[src/rtl/ram_rr_arbiter.sv]
// ---------------------------------------------------------------------------
// ram_rr_arbiter
//
// Round-robin arbiter and sequencer that shares one 2^AW x DW RAM between
// two clients, A and B. The RAM has an asynchronous read and a synchronous
// write. Each grant performs exactly one RAM operation. The winning client
// then receives a registered one-cycle ack and, for reads, registered read
// data.
//
// Handshake: a client raises req together with a stable we/addr/wdata and
// holds all of them until its ack pulse. In the ack cycle that client is
// not eligible, so the stale req is ignored. If req is still high in the
// cycle after ack, it is taken as a new request.
//
// Ports
//   clk, rst                    clock (rising edge), async active-high reset
//   a_req/a_we/a_addr/a_wdata   client A request, op, address, write data
//   a_ack, a_rdata              client A completion pulse and read data
//   b_*                         same set for client B
//   ram_wr_en/ram_wr_addr/
//   ram_wr_data/ram_rd_addr     drive the RAM
//   ram_rd_data                 combinational read data from the RAM
//   busy                        high while the single BUSY cycle is active
//
// Optional feature (macro RAM_RR_ARBITER_STATS_EN):
//   a_cnt, b_cnt                saturating 8-bit grant counters per client
// ---------------------------------------------------------------------------
module ram_rr_arbiter #(
   parameter int AW = 3,
   parameter int DW = 16
) (
   input  logic          clk,
   input  logic          rst,
   input  logic          a_req,
   input  logic          a_we,
   input  logic [AW-1:0] a_addr,
   input  logic [DW-1:0] a_wdata,
   output logic          a_ack,
   output logic [DW-1:0] a_rdata,
   input  logic          b_req,
   input  logic          b_we,
   input  logic [AW-1:0] b_addr,
   input  logic [DW-1:0] b_wdata,
   output logic          b_ack,
   output logic [DW-1:0] b_rdata,
   output logic          ram_wr_en,
   output logic [AW-1:0] ram_wr_addr,
   output logic [DW-1:0] ram_wr_data,
   output logic [AW-1:0] ram_rd_addr,
   input  logic [DW-1:0] ram_rd_data,
   output logic          busy
`ifdef RAM_RR_ARBITER_STATS_EN
   ,
   output logic [7:0]    a_cnt,
   output logic [7:0]    b_cnt
`endif
);

   typedef enum logic {
      ST_IDLE = 1'b0,
      ST_BUSY = 1'b1
   } state_t;

   // Client id encoding for r_id and r_last_grant.
   localparam logic ID_A = 1'b0;
   localparam logic ID_B = 1'b1;

   state_t        r_state;
   state_t        w_next_state;

   logic          r_last_grant;
   logic          r_id;
   logic          r_we;
   logic [AW-1:0] r_addr;
   logic [DW-1:0] r_wdata;

   logic          r_a_ack;
   logic          r_b_ack;
   logic [DW-1:0] r_a_rdata;
   logic [DW-1:0] r_b_rdata;

   logic          w_elig_a;
   logic          w_elig_b;
   logic          w_grant_a;
   logic          w_grant_b;
   logic          w_grant;

   // A client is not eligible while its own ack is high. At that point its
   // req is the stale one from the access that has just completed.
   assign w_elig_a = a_req && !r_a_ack;
   assign w_elig_b = b_req && !r_b_ack;
   assign w_grant  = w_grant_a || w_grant_b;

   // ---------------------------------------------------------------------
   // FSM: state register
   // ---------------------------------------------------------------------
   always_ff @(posedge clk or posedge rst) begin
      if (rst) begin
         r_state <= ST_IDLE;
      end else begin
         r_state <= w_next_state;
      end
   end

   // ---------------------------------------------------------------------
   // FSM: next state and grant decision
   // ---------------------------------------------------------------------
   always_comb begin
      w_next_state = r_state;
      w_grant_a    = 1'b0;
      w_grant_b    = 1'b0;
      case (r_state)
         ST_IDLE: begin
            // On a tie, the client that did not win last time gets the grant.
            if (w_elig_a && (!w_elig_b || r_last_grant == ID_B)) begin
               w_grant_a = 1'b1;
            end else if (w_elig_b) begin
               w_grant_b = 1'b1;
            end
            if (w_grant_a || w_grant_b) begin
               w_next_state = ST_BUSY;
            end
         end
         ST_BUSY: begin
            w_next_state = ST_IDLE;
         end
         default: begin
            w_next_state = ST_IDLE;
         end
      endcase
   end

   // ---------------------------------------------------------------------
   // Latched operation fields, captured on the grant edge
   // ---------------------------------------------------------------------
   always_ff @(posedge clk or posedge rst) begin
      if (rst) begin
         r_last_grant <= ID_B;
         r_id         <= ID_A;
         r_we         <= 1'b0;
         r_addr       <= '0;
         r_wdata      <= '0;
      end else if (w_grant) begin
         r_last_grant <= w_grant_b;
         r_id         <= w_grant_b;
         r_we         <= w_grant_b ? b_we    : a_we;
         r_addr       <= w_grant_b ? b_addr  : a_addr;
         r_wdata      <= w_grant_b ? b_wdata : a_wdata;
      end
   end

   // ---------------------------------------------------------------------
   // Completion: ack and read data registered at the edge that ends BUSY
   // ---------------------------------------------------------------------
   always_ff @(posedge clk or posedge rst) begin
      if (rst) begin
         r_a_ack   <= 1'b0;
         r_b_ack   <= 1'b0;
         r_a_rdata <= '0;
         r_b_rdata <= '0;
      end else begin
         r_a_ack <= (r_state == ST_BUSY) && (r_id == ID_A);
         r_b_ack <= (r_state == ST_BUSY) && (r_id == ID_B);
         if ((r_state == ST_BUSY) && !r_we) begin
            if (r_id == ID_A) begin
               r_a_rdata <= ram_rd_data;
            end else begin
               r_b_rdata <= ram_rd_data;
            end
         end
      end
   end

   // ---------------------------------------------------------------------
   // RAM drive. Address and data simply follow the latched fields, so they
   // keep their last values outside BUSY. The write enable is qualified by
   // the state.
   // ---------------------------------------------------------------------
   assign ram_wr_en   = (r_state == ST_BUSY) && r_we;
   assign ram_wr_addr = r_addr;
   assign ram_rd_addr = r_addr;
   assign ram_wr_data = r_wdata;

   assign busy    = (r_state == ST_BUSY);
   assign a_ack   = r_a_ack;
   assign b_ack   = r_b_ack;
   assign a_rdata = r_a_rdata;
   assign b_rdata = r_b_rdata;

`ifdef RAM_RR_ARBITER_STATS_EN
   // ---------------------------------------------------------------------
   // Grant counters. They saturate at 255 and count on the IDLE->BUSY edge.
   // ---------------------------------------------------------------------
   logic [7:0] r_a_cnt;
   logic [7:0] r_b_cnt;

   always_ff @(posedge clk or posedge rst) begin
      if (rst) begin
         r_a_cnt <= '0;
         r_b_cnt <= '0;
      end else begin
         if (w_grant_a && (r_a_cnt != 8'hFF)) begin
            r_a_cnt <= r_a_cnt + 8'd1;
         end
         if (w_grant_b && (r_b_cnt != 8'hFF)) begin
            r_b_cnt <= r_b_cnt + 8'd1;
         end
      end
   end

   assign a_cnt = r_a_cnt;
   assign b_cnt = r_b_cnt;
`endif

endmodule

[config.mk]
export PLATFORM = sky130hd
export DESIGN_NAME = ram_rr_arbiter
export DESIGN_NICKNAME = d
export VERILOG_FILES = /design/src/rtl/ram_rr_arbiter.sv
export SDC_FILE = /design/constraint.sdc
export NUM_CORES = 1
export LEC_CHECK = 0
export CORE_ASPECT_RATIO = 1.5
export CORE_MARGIN = 2
export CORE_UTILIZATION = 38
export CTS_BUF_LIST = sky130_fd_sc_hd__clkbuf_16
export CTS_CLUSTER_SIZE = 24
export DETAILED_ROUTE_END_ITERATION = 16
export PLACE_DENSITY = 0.76
export SETUP_SLACK_MARGIN = 0.15
export SLEW_MARGIN = 0
export SYNTH_ARGS = -nofsm -noshare
export SYNTH_HDL_FRONTEND = slang
export SYNTH_SLANG_ARGS = --single-unit
[constraint.sdc]
create_clock -name clk -period 1.4 [get_ports clk]
set_input_delay 0.14 -clock clk [delete_from_list [all_inputs] [get_ports clk]]
set_output_delay 0.14 -clock clk [all_outputs]
set_load 0.01 [all_outputs]
==> out/metrics.cfg, run 1 <==
[run_status]
status = complete, but fails checks
violations = setup timing

[clock_tree]
cts.hold.buffers_added = 0
clock_latency_ns = 0.33
clk_path_buf_depth = 2
numCtsBuffers = 9
cts-root-buf = clkbuf_16
cts_tree = yes
htreeDepth = 3
cts_num_sinks = 57
clk_pin_slew_ns = 0.05

[layout]
drive_gt1_share_pct = 35.5
area_delta_synth_final_pct = 73.1
final_cell_area_sq_um = 4750
nFillCells = 502
final_cells = 430
antenna_cells = 0
fin_nets = 407
seq_area_sq_um = 1430
multiInputGateArea_sq_um = 1370

[synth]
yosys_warnings = 0
synthMostInstantiatedCell = dfrtp_1
synth_edf_count = 0
synth_ff_type = dfrtp_1
seq_area_frac_synth_pct = 52.0
yosysTopAreaCell = dfrtp_1
syn_area_per_cell_sq_um = 13.1
yosys-top-cells-area = dfrtp_1 (51%), mux2_2 (9.0%), a221oi_1 (6.4%)
synth.cell_area_sq_um = 2740
async_flop_share_pct = 100
synthTopCellsByCount = dfrtp_1 (56), mux2_2 (22), a221oi_1 (20), a2bb2oi_1 (20), o21ai_0 (17)
yosys.area.top_type_share_pct = 51.1
mappedNetlistNets = 270
synth_cells = 210
synth.distinct_cells = 28
synth-seq-cells = 57

[setup_path]
r2r_end = ram_wr_data[10]
path_cells = buf_4, or3b_4, buf_6, o21ai_2, a2bb2oi_2
end_kind = register
reg2reg_depth = 5
crit_type = register to register
cp.required_ns = 1.60
start_kind = register
path_max_fanout = 11
r2r-start = busy
arrival_ns = 1.69
critical_path.top_delay_family = flip-flops
r2r_setup_slack_ns = -0.09
critPathBufInv = 2
crit_slowest_cell = dfrtp_2
cp_slowest_stage_delay_ns = 0.44

[timing]
rsz0062_at_grt = true
maxSlewViolCount = 0
skew_ns = 0.00724
tightest_slew_ns = 0.332
setup_slack_ns = -0.0932
setup_violations = 29
max_freq_ghz = 0.670
timing.hold.ws_ns = 0.244
relSlewSlack_pct = 77.6
fin_crit_sh_pct = 107
hold_viol_final = 0
period_needed_ns = 1.49

[flow_run]
maxCapViolCount = 0

[floorplanning]
pin_count = 118
core_area_sq_um = 6940
row_count = 37
die-area_sq_um = 7930
die_w_microns = 73.4
die_h_microns = 108
start_util_pct = 39.5

[place]
place_congestion = 0.790
placed_area_sq_um = 4190
io_buffers = 117
dp_hpwl_microns = 5480
dp.cells = 407

[power_and_ir_drop]
p_comb_share_pct = 50.4
power_density_nw_per_um2 = 2340
p_int_mw = 7.41
p_sw_share_pct = 33.2
peakVddDrop_mv = 1.51
p_leak_nw = 2.06
p_seq_share_pct = 27.4
power_frac_clock_pct = 22.2
netSwitchingPower_mw = 3.68

[grt]
grt_pass1_vias = 2616
grt_pass1_wl_microns = 12900
grt_max_degree = 58
gr-total-overflow = 0
grt_usage_pct = 21.7
antenna_found_initial = 0

[detailed_routing]
drtPass1Iterations = 4
wl_per_cell_microns = 19.3
antenna_left = 0
routed_wl_microns = 8310
drt-vias-per-instance = 5.53
drt_iter0_markers = 134
drc = 0
vias = 2378

[min_path]
hold_class = input port to async pin

==> cells in the final DEF, fill, tap and decap left out, types with 2 or more instances in the layout <==
cell / instances
buf_8: 2
buf_12: 7
clkbuf_16: 9
nor4bb_2: 4
o21ai_1: 8
buf_4: 20
bufinv_16: 3
o2bb2ai_1: 2
mux2_2: 16
o21ai_2: 12
and4bb_2: 6
a2bb2oi_1: 18
nor4bb_1: 9
a221oi_1: 12
clkinvlp_4: 2
mux2_4: 16
a2bb2oi_2: 2
a221oi_2: 8
dlygate4sd2_1: 55
and2_1: 2
dfrtp_1: 55
buf_6: 6
clkdlybuf4s50_1: 59
==> kinds of logic (layout without fill, tap and decap cells) <==
logic type | count (synthesis) | count (layout) | share of synthesized area [%]
AO/OA/AOI/OAI | 63 | 63 | 17.3
flip-flops | 57 | 57 | 52.0
multiplexers | 32 | 32 | 14.5
AND/OR/NAND/NOR | 30 | 31 | 11.0
buffers and inverters | 28 | 169 | 5.15
==> how the worst max path moves through the flow <==
stage                            endpoint  slack (ns)   from  cells past startpoint
after floorplan                a_rdata[0]       -0.09   busy                      4
after global placement     ram_wr_data[7]       -0.23  b_req                      6
after detailed placement   ram_wr_data[8]       -0.28  b_req                      7
after CTS                            r_we       -0.09   busy                      5
after global routing       ram_wr_data[9]       -0.15   busy                      5
final                     ram_wr_data[10]       -0.09   busy                      5
==> metal layers <==
metal	track usage [%]	routed length, microns	vias to the layer above
met4	10.3	186	0
met2	36.0	4310	95
met3	8.67	687	14
li1	-	-	1100
met5	0	0	-
met1	24.0	3130	1169
==> area by class of cell <==
| type | instances | share of cell area, % |
|---|---|---|
| clock buffer | 9 | 4.74 |
| clock inverter | 7 | 2.32 |
| inverter | 2 | 0.237 |
| multi-input combinational | 126 | 28.9 |
| sequential | 57 | 30.1 |
| tap | 78 | 2.05 |
| timing repair buffer | 151 | 31.7 |
==> stage by stage <==
stage	worst slack, ns	util, %	power (mW)	setup TNS, ns
2_1_floorplan	-0.0907	-	5.82	-0.907
3_3_place_gp	-0.227	60.4	8.39	-3.90
3_5_place_dp	-0.282	60.4	8.52	-5.13
4_1_cts	-0.0880	66.0	10.7	-1.59
5_1_grt	-0.152	68.4	11.7	-3.57
6_report	-0.0932	68.4	11.1	-1.64
==> power groups by stage <==
stage | combinational, mW | sequential (mW) | clock, mW
after floorplan | 2.46 | 3.36 | 0
after global placement | 5.35 | 3.03 | 0
after detailed placement | 5.48 | 3.04 | 0
after CTS | 5.22 | 3.03 | 2.50
after global routing | 5.98 | 3.15 | 2.59
final | 5.59 | 3.04 | 2.46
==> state kept, by name, indices dropped and copies added (netlist names) <==
signal	flops
busy	1
ram_wr_data	16
r_we	1
r_id	1
r_last_grant	1
a_rdata	16
ram_rd_addr	3
a_ack	1
b_ack	1
b_rdata	16
==> worst reg2reg max path, delay by kind of cell, from the launching register on <==
family | cells | cell delay (ns)
DFF | 1 | 0.44
and+or+nand+nor | 1 | 0.40
buffers and inverters | 2 | 0.30
AOI/OAI and AO/OA | 2 | 0.22
==> what timing repair did <==
action / in CTS / in global routing
setup endpoints to repair: 112 / 58
buffers inserted: 4 / 1
cloned: 1 / 1
pin swaps: 1 / 1
endpoints found under the hold margin: 0 / 0
gates resized for setup: 95 / 34
Note: power is estimated with default switching activity, not from simulation.
==> run 2, diff against run 1 <==
--- a/config.mk
+++ b/config.mk
@@ -5,6 +5,7 @@
 export SDC_FILE = /design/constraint.sdc
 export NUM_CORES = 1
 export LEC_CHECK = 0
+export ABC_AREA = 1
 export CORE_ASPECT_RATIO = 1.5
 export CORE_MARGIN = 2
 export CORE_UTILIZATION = 38
==> out/metrics.cfg, run 2 <==
[run_status]
status = finished, final reports clean  ; was complete, but fails checks

[clock_tree]
clock_latency_ns = 0.32  ; was 0.33 ns
cts_tree = yes  ; unchanged
clk_path_buf_depth = 2  ; unchanged
clk_pin_slew_ns = 0.06  ; was 0.05 ns
cts-root-buf = clkbuf_16  ; unchanged
cts_num_sinks = 57  ; unchanged
htreeDepth = 3  ; unchanged
numCtsBuffers = 9  ; unchanged

[grt]
gr-total-overflow = 0  ; unchanged
grt_usage_pct = 17.6  ; was 21.7%
use_met1_pct = 19.7  ; was 24.0%
busiest_layer = met2  ; unchanged
grt_max_degree = 58  ; unchanged
grt_pass1_vias = 2358  ; was 2616
antenna_found_initial = 0  ; unchanged
grt_pass1_wl_microns = 10700  ; was 12900 microns
use_met2_pct = 30.4  ; was 36.0%
use_met3_pct = 4.38  ; was 8.67%

[floorplanning]
die_h_microns = 108  ; about the same
die-area_sq_um = 7910  ; was 7930 sq um
pin_count = 118  ; unchanged
start_util_pct = 39.4  ; was 39.5%
die_w_microns = 73.3  ; was 73.4 microns
row_count = 37  ; unchanged
core_area_sq_um = 6940  ; unchanged

[layout]
final_cell_mix = nand2_1 (94), inv_1 (60), clkdlybuf4s50_1 (59)  ; was clkdlybuf4s50_1 (59), dfrtp_1 (55), dlygate4sd2_1 (55)
drive_gt1_share_pct = 18.5  ; was 35.5%
final_common_cell = nand2_1  ; was clkdlybuf4s50_1
final_cells = 527  ; was 430
area_delta_synth_final_pct = 59.0  ; was 73.1%
antenna_cells = 0  ; unchanged
fin_nets = 504  ; was 407

[synth]
synth-seq-cells = 57  ; unchanged
synth.distinct_cells = 16  ; was 28
synthAdderAreaFrac_pct = 0  ; unchanged
synthMostInstantiatedCell = nand2_1  ; was dfrtp_1
yosys.area.top_type_share_pct = 51.2  ; was 51.1%
async_flop_share_pct = 100  ; unchanged
syn_area_per_cell_sq_um = 8.56  ; was 13.1 sq um
seq_area_frac_synth_pct = 52.1  ; was 52.0%
yosys-top-cells-area = dfrtp_1 (51%), nand2_1 (14%), inv_1 (8.4%)  ; was dfrtp_1 (51%), mux2_2 (9.0%), a221oi_1 (6.4%)
synthMuxAreaShare_pct = 0  ; was 14.5%
synthTopCellsByCount = nand2_1 (99), inv_1 (61), dfrtp_1 (56)  ; was dfrtp_1 (56), mux2_2 (22), a221oi_1 (20), a2bb2oi_1 (20), o21ai_0 (17)
synth_edf_count = 0  ; unchanged
synth_ff_type = dfrtp_1  ; unchanged
synth_top_family_by_area = simple AND/OR/NAND/NOR gates  ; was compound AO/OA/AOI/OAI gates
synth_compound_area_share_pct = 9.28  ; was 17.3%
synth_xor_area_share_pct = 0  ; unchanged
synth.cell_area_sq_um = 2740  ; about the same
yosys_warnings = 0  ; unchanged
mappedNetlistNets = 380  ; was 270
synth-simple-area-share_pct = 23.5  ; was 11.0%
yosysTopAreaCell = dfrtp_1  ; unchanged
synth_cells = 320  ; was 210

[timing]
maxSlewViolCount = 0  ; unchanged
setup_violations = 0  ; was 29
rsz0062_at_grt = true  ; unchanged
tightest_slew_ns = 0.301  ; was 0.332 ns
fin_crit_sh_pct = 92.7  ; was 107%
timing.hold.ws_ns = 0.249  ; was 0.244 ns
setup_tns_ns = 0  ; was -1.64 ns
max_freq_ghz = 0.770  ; was 0.670 GHz
period_needed_ns = 1.30  ; was 1.49 ns
skew_ns = 0.00740  ; was 0.00724 ns
hold_viol_final = 0  ; unchanged
relSlewSlack_pct = 79.9  ; was 77.6%

[setup_path]
arrival_ns = 1.55  ; was 1.69 ns
start_kind = register  ; unchanged
crit_type = register to register  ; unchanged
path_max_fanout = 10  ; was 11
cp.required_ns = 1.65  ; was 1.60 ns
end_kind = register  ; unchanged

[power_and_ir_drop]
power_mw = 9.55  ; was 11.1 mW
power_density_nw_per_um2 = 2190  ; was 2340 nW/um^2
peakVddDrop_mv = 1.06  ; was 1.51 mV
p_leak_nw = 2.33  ; was 2.06 nW

[detailed_routing]
drt-vias-per-instance = 4.69  ; was 5.53
drtPass1Iterations = 4  ; unchanged
routed_wl_microns = 7020  ; was 8310 microns
antenna_left = 0  ; unchanged
drc = 0  ; unchanged
drt_iter0_markers = 151  ; was 134
wl_per_cell_microns = 13.3  ; was 19.3 microns
vias = 2471  ; was 2378

[place]
place_congestion = 0.796  ; was 0.790
io_buffers = 117  ; unchanged
dp_hpwl_microns = 4880  ; was 5480 microns
dp.cells = 506  ; was 407

[flow_run]
maxCapViolCount = 0  ; unchanged

[min_path]
hold_class = input port to async pin  ; unchanged

## run 2: cell count changes in the layout (fill, tap and decap cells not counted), sizes merged, moves of 6 or more
cell,previous run,this run
a2bb2oi,20,0
mux2,32,0
nand3,0,42
a221oi,20,0
o21ai,20,32
nand2,0,103
inv,2,65
nor4bb,14,0
buf,35,13
and4bb,6,0
## run 2: worst max-delay path, stage by stage, from the launching register on
cell and delay (ns):
dfrtp_1 0.39, inv_1 0.08, nand2_2 0.07, nor2_4 0.21, inv_2 0.10, nand2_8 0.12
buf_12 0.13, nand3_1 0.08, nand2_1 0.07
## run 2: logic make-up (layout without fill, tap and decap cells)
family,Yosys count,after routing
AOI/OAI and AO/OA,32,32
buffers and inverters,84,213
DFF,57,57
and+or+nand+nor,147,147
## run 2: repair_timing
action                     4_1_cts  5_1_grt
hold buffers                     0        0
resized for setup               60       21
buffers inserted                 1        1
pin swaps                        0       13
setup endpoints to repair       74       40
gates cloned                     0        3
## run 2: per-layer routing
metal / share of wire, % / wire (microns)
met1: 37 / 2600
met2: 53 / 3730
met3: 6.1 / 428
met4: 3.7 / 258
met5: 0 / 0
## run 2: final timing paths
path / from / endpoint / slack [ns] / depth (start not counted)
min in group clk: ram_rd_data[4] / a_rdata[4] / 0.39 / 3
worst max-delay path: b_ack / r_we / 0.10 / 8
worst min-delay path: rst / b_rdata[6] / 0.25 / 3
worst max register to register: b_ack / r_we / 0.10 / 8
worst min register to register: ram_wr_data[7] / ram_wr_data[7] / 0.47 / 2
max in group asynchronous: rst / r_last_grant / 0.85 / 3
## run 2: report_power, final
group	leakage, nW	total, mW	switching [mW]	internal (mW)
sequential	0.695	2.97	0.466	2.50
clock	0.124	1.97	0.763	1.20
combinational	1.51	4.61	2.48	2.13
## run 2: layout make-up
type	count	area [sq um]
sequential	57	1430
clock buffer	9	225
tap	78	97.6
inverter	65	255
multi-input combinational	179	968
fill	589	2590
timing repair buffer	132	1320
clock inverter	7	56.3
## run 2: stage by stage
step	setup slack (ns)	util, %	area, sq um
2_1_floorplan	0.246	-	2740
3_3_place_gp	0.0297	57.4	3980
3_5_place_dp	0.00494	57.4	3980
4_1_cts	0.127	60.6	4210
5_1_grt	0.0372	62.7	4350
6_report	0.102	62.7	4350
==> run 3, diff against run 2 <==
--- a/config.mk
+++ b/config.mk
@@ -12,6 +12,7 @@
 export CTS_BUF_LIST = sky130_fd_sc_hd__clkbuf_16
 export CTS_CLUSTER_SIZE = 24
 export DETAILED_ROUTE_END_ITERATION = 16
+export GPL_TIMING_DRIVEN = 0
 export PLACE_DENSITY = 0.76
 export SETUP_SLACK_MARGIN = 0.15
 export SLEW_MARGIN = 0
==> out/metrics.cfg, run 3 (synthesized netlist as in run 2, its figures left out) <==
[flow_run]
maxCapViolCount = 0  ; unchanged

[timing]
period_needed_ns = 1.28  ; was 1.30 ns
rsz0062_at_grt = true  ; unchanged
setup_violations = 0  ; unchanged
tightest_slew_ns = 0.465  ; was 0.301 ns
setup_tns_ns = 0  ; unchanged
skew_ns = 0.00385  ; was 0.00740 ns
fin_crit_sh_pct = 91.7  ; was 92.7%
max_freq_ghz = 0.779  ; was 0.770 GHz
relSlewSlack_pct = 68.9  ; was 79.9%
maxSlewViolCount = 0  ; unchanged
hold_viol_final = 0  ; unchanged

[floorplanning]
die_h_microns = 108  ; unchanged
pin_count = 118  ; unchanged
die_w_microns = 73.3  ; unchanged
core_area_sq_um = 6940  ; unchanged
start_util_pct = 39.4  ; unchanged
row_count = 37  ; unchanged
die-area_sq_um = 7910  ; unchanged

[layout]
fin_nets = 518  ; was 504
seq_area_sq_um = 1430  ; unchanged
nFillCells = 626  ; was 589
final_common_cell = nand2_1  ; unchanged
final_util_pct = 63.0  ; was 62.7%
multiInputGateArea_sq_um = 943  ; was 968 sq um
antenna_cells = 0  ; unchanged
drive_gt1_share_pct = 21.4  ; was 18.5%
final_cell_mix = nand2_1 (81), inv_1 (60), clkdlybuf4s50_1 (59)  ; was nand2_1 (94), inv_1 (60), clkdlybuf4s50_1 (59)
area_delta_synth_final_pct = 59.9  ; was 59.0%

[detailed_routing]
drc = 0  ; unchanged
antenna_left = 0  ; unchanged
vias = 2498  ; was 2471
routed_wl_microns = 7290  ; was 7020 microns
drt-vias-per-instance = 4.63  ; was 4.69
drt_iter0_markers = 93  ; was 151
drtPass1Iterations = 5  ; was 4
wl_per_cell_microns = 13.5  ; was 13.3 microns

[setup_path]
start_kind = register  ; unchanged
crit_type = register to register  ; unchanged
path_cells = buf_6, nor2_4, inv_2, nand2_4, inv_8, clkbuf_16, nand2_1, nand2_1  ; was inv_1, nand2_2, nor2_4, inv_2, nand2_8, buf_12, nand3_1, nand2_1
end_kind = register  ; unchanged
arrival_ns = 1.49  ; was 1.55 ns
path_max_fanout = 6  ; was 10
cp.required_ns = 1.60  ; was 1.65 ns
crit_slowest_cell = dfrtp_2  ; was dfrtp_1
cp_slowest_stage_delay_ns = 0.42  ; was 0.39 ns
worst_path_most_repeated_cell = nand2_1

[clock_tree]
cts_num_sinks = 57  ; unchanged
htreeDepth = 3  ; unchanged
cts_tree = yes  ; unchanged
cts-root-buf = clkbuf_16  ; unchanged
numCtsBuffers = 9  ; unchanged
clk_pin_slew_ns = 0.05  ; was 0.06 ns
clk_path_buf_depth = 2  ; unchanged
clock_latency_ns = 0.31  ; was 0.32 ns

[power_and_ir_drop]
p_leak_nw = 2.37  ; was 2.33 nW
peakVddDrop_mv = 1.30  ; was 1.06 mV
power_density_nw_per_um2 = 2210  ; was 2190 nW/um^2

[place]
dp_hpwl_microns = 5130  ; was 4880 microns
place_congestion = 0.826  ; was 0.796
io_buffers = 117  ; unchanged

[grt]
grt_max_degree = 58  ; unchanged
grt_pass1_vias = 2518  ; was 2358
gr-total-overflow = 0  ; unchanged
grt_pass1_wl_microns = 11700  ; was 10700 microns
grt_usage_pct = 19.2  ; was 17.6%
antenna_found_initial = 0  ; unchanged

[min_path]
hold_class = input port to async pin  ; unchanged

[run_status]
status = finished, final reports clean  ; unchanged

==> run 3: changes by cell type in the layout (fill, tap and decap cells not counted), moves of 4 or more <==
cell        delta
clkinvlp_4     -4
buf_4          +7
nand2_2       +14
nand2_1       -13
buf_6          +8
buf_12         -4
nand3_2        -7
nand3_1        +7
==> run 3: final cells by class <==
cell class	count	area share [%]
Clock buffer	9	5.14
Tap cell	78	2.23
Buffer	19	4.34
Multi-Input combinational cell	179	21.5
Inverter	65	5.83
Timing Repair Buffer	127	27.7
Sequential cell	57	32.6
Clock inverter	6	0.600
==> run 3: timing repair <==
item                       in CTS  in global routing
pin swaps                       2                 14
setup buffers                   5                  2
cloned                          1                  1
hold buffers                    0                  0
hold endpoints to repair        0                  0
gates resized for setup        73                 22
setup endpoints to repair      77                 22
==> run 3: through the flow <==
step / setup WS [ns] / total power, mW / hold WS (ns) / cell area (sq um) / instances
final: 0.116 / 9.67 / 0.198 / 4380 / 540
after global routing: 0.0681 / 10.4 / 0.231 / 4380 / 540
after CTS: 0.0880 / 9.49 / 0.390 / 4270 / 536
after detailed placement: -0.174 / 7.95 / 0.456 / 4010 / 515
after global placement: -0.111 / 7.82 / 0.453 / 4010 / 515
after floorplan: 0.246 / 5.55 / 0.226 / 2740 / 320
==> run 3: where the power goes <==
group          internal [mW]  total, mW  switching (mW)  leakage, nW
clock                   1.15       1.85           0.696        0.127
sequential              2.50       2.99           0.485        0.695
combinational           2.31       4.83            2.52         1.55
total                   5.97       9.67            3.70         2.37
==> run 3: path summary, 6_finish.rpt <==
| kind | cells past startpoint | from | slack (ns) | end |
|---|---|---|---|---|
| setup / recovery | 8 | busy | 0.12 | ram_wr_data[9] |
| hold / removal | 2 | rst | 0.20 | b_rdata[4] |
| setup reg to reg | 8 | busy | 0.12 | ram_wr_data[9] |
| hold reg to reg | 2 | r_last_grant | 0.46 | r_last_grant |
| max in group asynchronous | 3 | rst | 0.61 | r_last_grant |
| min in group clk | 3 | ram_rd_data[5] | 0.40 | a_rdata[5] |
==> run 3: layer usage <==
layer,track usage (%),vias to the layer above,share of wire [%]
met1,20.4,1162,38
met2,35.3,82,56
met4,6.88,0,0.97
met3,5.31,8,5.4
li1,-,1246,-
met5,0,-,0
==> run 3: worst max-delay path: cells and delay by family, from the launching register on <==
family / cells / cell delay [ns]
and+or+nand+nor: 4 / 0.36
buffers and inverters: 4 / 0.40
DFF: 1 / 0.42
==> patch: new RTL, config.mk and constraints of run 3 <==
The option `RAM_RR_ARBITER_STATS_EN` is turned on by a define.
--- a/src/rtl/ram_rr_arbiter.sv
+++ b/src/rtl/ram_rr_arbiter.sv
@@ -25,6 +25,8 @@
 // Optional feature (macro RAM_RR_ARBITER_STATS_EN):
 //   a_cnt, b_cnt                saturating 8-bit grant counters per client
 // ---------------------------------------------------------------------------
+`define RAM_RR_ARBITER_STATS_EN
+
 module ram_rr_arbiter #(
    parameter int AW = 3,
    parameter int DW = 16
Behaviour (old outputs only; new: a_cnt and b_cnt): unchanged (Yosys induction, for registers that start in step).
==> patch against run 3 <==
  * Total power is 22% higher
  * Synthesized area is 31% higher
  * First-iteration DRC count is 60% higher
  * Clock skew is 0.60 ps higher
  * Highest routed layer unchanged
  * Cell area is 32% higher
  * Hold slack worse by 70 ps
  * Wire length is 47% higher
  * Sequential cell count is 16 higher
  * Setup slack worse by 8.3 ps
  * Final cell count is 39% higher
==> patch: results (changes against run 3) <==
Outcome
  – Run status: complete, no violations

Critical path
  – Slowest cell on the critical path: dfrtp_1
  – Slowest stage delay, CP: 400 ps (-20 ps)
  – Critical Path Fanout Max: 5 (-1)
  – Top delay family on crit path: simple AND/OR/NAND/NOR gates
  – Critical R2R Launch: a_ack$_DFF_PP0_

Global routing
  – Routing usage on met3: 6.187% (+0.87 points)
  – GRT Util Overall: 21.51% (+2.3 points)
  – Met2 Usage GRT: 39.77% (+4.5 points)
  – Largest net degree at the start of global routing: 34 (-41%)

Detailed routing
  – Total Wirelength: 10.73 mm (+47%)
  – Routed vias/inst: 4.815 (+4.1%)

Timing
  – Slew margin rel.: 78.52% (+9.6 points)
  – Skew final: 4.446 ps (+0.5957 ps)

Power
  – VDD IR max: 0.001194 V (-8.0%)
  – Int Power: 7.366 mW (+23%)

Logic synthesis
  – Top post-synthesis cells by area: dfrtp_1 50%, nand2_1 16%, nand3_1 9.8%
  – Net count after synthesis: 522 (+37%)
  – Unique masters post-synth: 23 (+7)
  – Sequential-to-total area share from yosys stat: 51.10% (-1.0 points)

Placed design
  – Gpl congestion: 0.8160 (-1.2%)
  – HPWL after DPL: 7.546 mm (+47%)
  – Port Buffers: 133 (+14%)

Final layout
  – Layout filler cell count: 816 (+30%)
  – Count of nets after finishing: 699 (+35%)
patch: power groups by stage:
| stage | clock network (mW) | registers (mW) | logic, mW |
|---|---|---|---|
| after global placement | 0 | 3.69 | 5.21 |
| after floorplan | 0 | 4.06 | 2.21 |
| after CTS | 2.62 | 3.61 | 5.51 |
| final | 2.57 | 3.61 | 5.62 |
| after global routing | 2.69 | 3.72 | 6.16 |
| after detailed placement | 0 | 3.72 | 5.34 |
patch: metal layers:
layer | wire length [um] | up-vias
li1 | - | 1762
met1 | 3913 | 1726
met2 | 5813 | 118
met3 | 733 | 20
met4 | 268 | 0
met5 | 0 | -
patch: timing repair:
item | in CTS | in global routing
gates cloned | 6 | 0
setup endpoints to repair | 121 | 70
gates resized for setup | 126 | 42
setup buffers | 23 | 2
hold endpoints to repair | 0 | 0
pin swaps | 12 | 5
hold buffers | 0 | 0
patch: layout make-up:
| type | instances | area (um2) | area share (%) |
|---|---|---|---|
| clock inverter | 6 | 108.9 | 1.881 |
| inverter | 84 | 339.1 | 5.858 |
| sequential | 73 | 1833 | 31.67 |
| multi-input combinational | 283 | 1443 | 24.92 |
| timing repair buffer | 165 | 1513 | 26.13 |
| tap | 112 | 140.1 | 2.421 |
| buffer | 21 | 186.4 | 3.221 |
| clock buffer | 9 | 225.2 | 3.891 |
patch: worst max-delay path by stage:
| stage | startpoint | endpoint |
|---|---|---|
| 3_5_place_dp | b_req | ram_wr_data[9]$_DFFE_PP0P_ |
| 2_1_floorplan | b_cnt[0]$_DFFE_PP0P_ | b_cnt[0]$_DFFE_PP0P_ |
| 6_report | a_ack$_DFF_PP0_ | ram_wr_data[3]$_DFFE_PP0P_ |
| 5_1_grt | a_ack$_DFF_PP0_ | a_cnt[4]$_DFFE_PP0P_ |
| 4_1_cts | a_cnt[1]$_DFFE_PP0P_ | a_cnt[1] |
| 3_3_place_gp | rst | a_cnt[1]$_DFFE_PP0P_ |
patch: kinds of logic after synthesis:
logic type	after synthesis	synth area share (%)
simple gates	238	29.17
buf+inv	105	12.52
flops	73	51.10
compound gates	36	5.037
xor+xnor	6	1.469
fa+ha+maj	2	0.6994
patch: per-stage QoR:
step	total power, mW	hold WS [ps]	area [um2]	setup slack, ps	cells
2_1_floorplan	6.267	288.3	3606	152.7	460
3_3_place_gp	8.896	459.5	5077	-443.1	705
3_5_place_dp	9.060	471.9	5117	-123.3	707
4_1_cts	11.74	130.0	5725	101.0	751
5_1_grt	12.57	150.1	5788	15.76	753
6_report	11.80	127.4	5788	107.9	753
patch: worst reg2reg max path: cells and delay by family (launching register included):
family / cells / cell delay, ps
AND/OR/NAND/NOR: 5 / 460
flip-flops: 1 / 400
buffers and inverters: 3 / 390
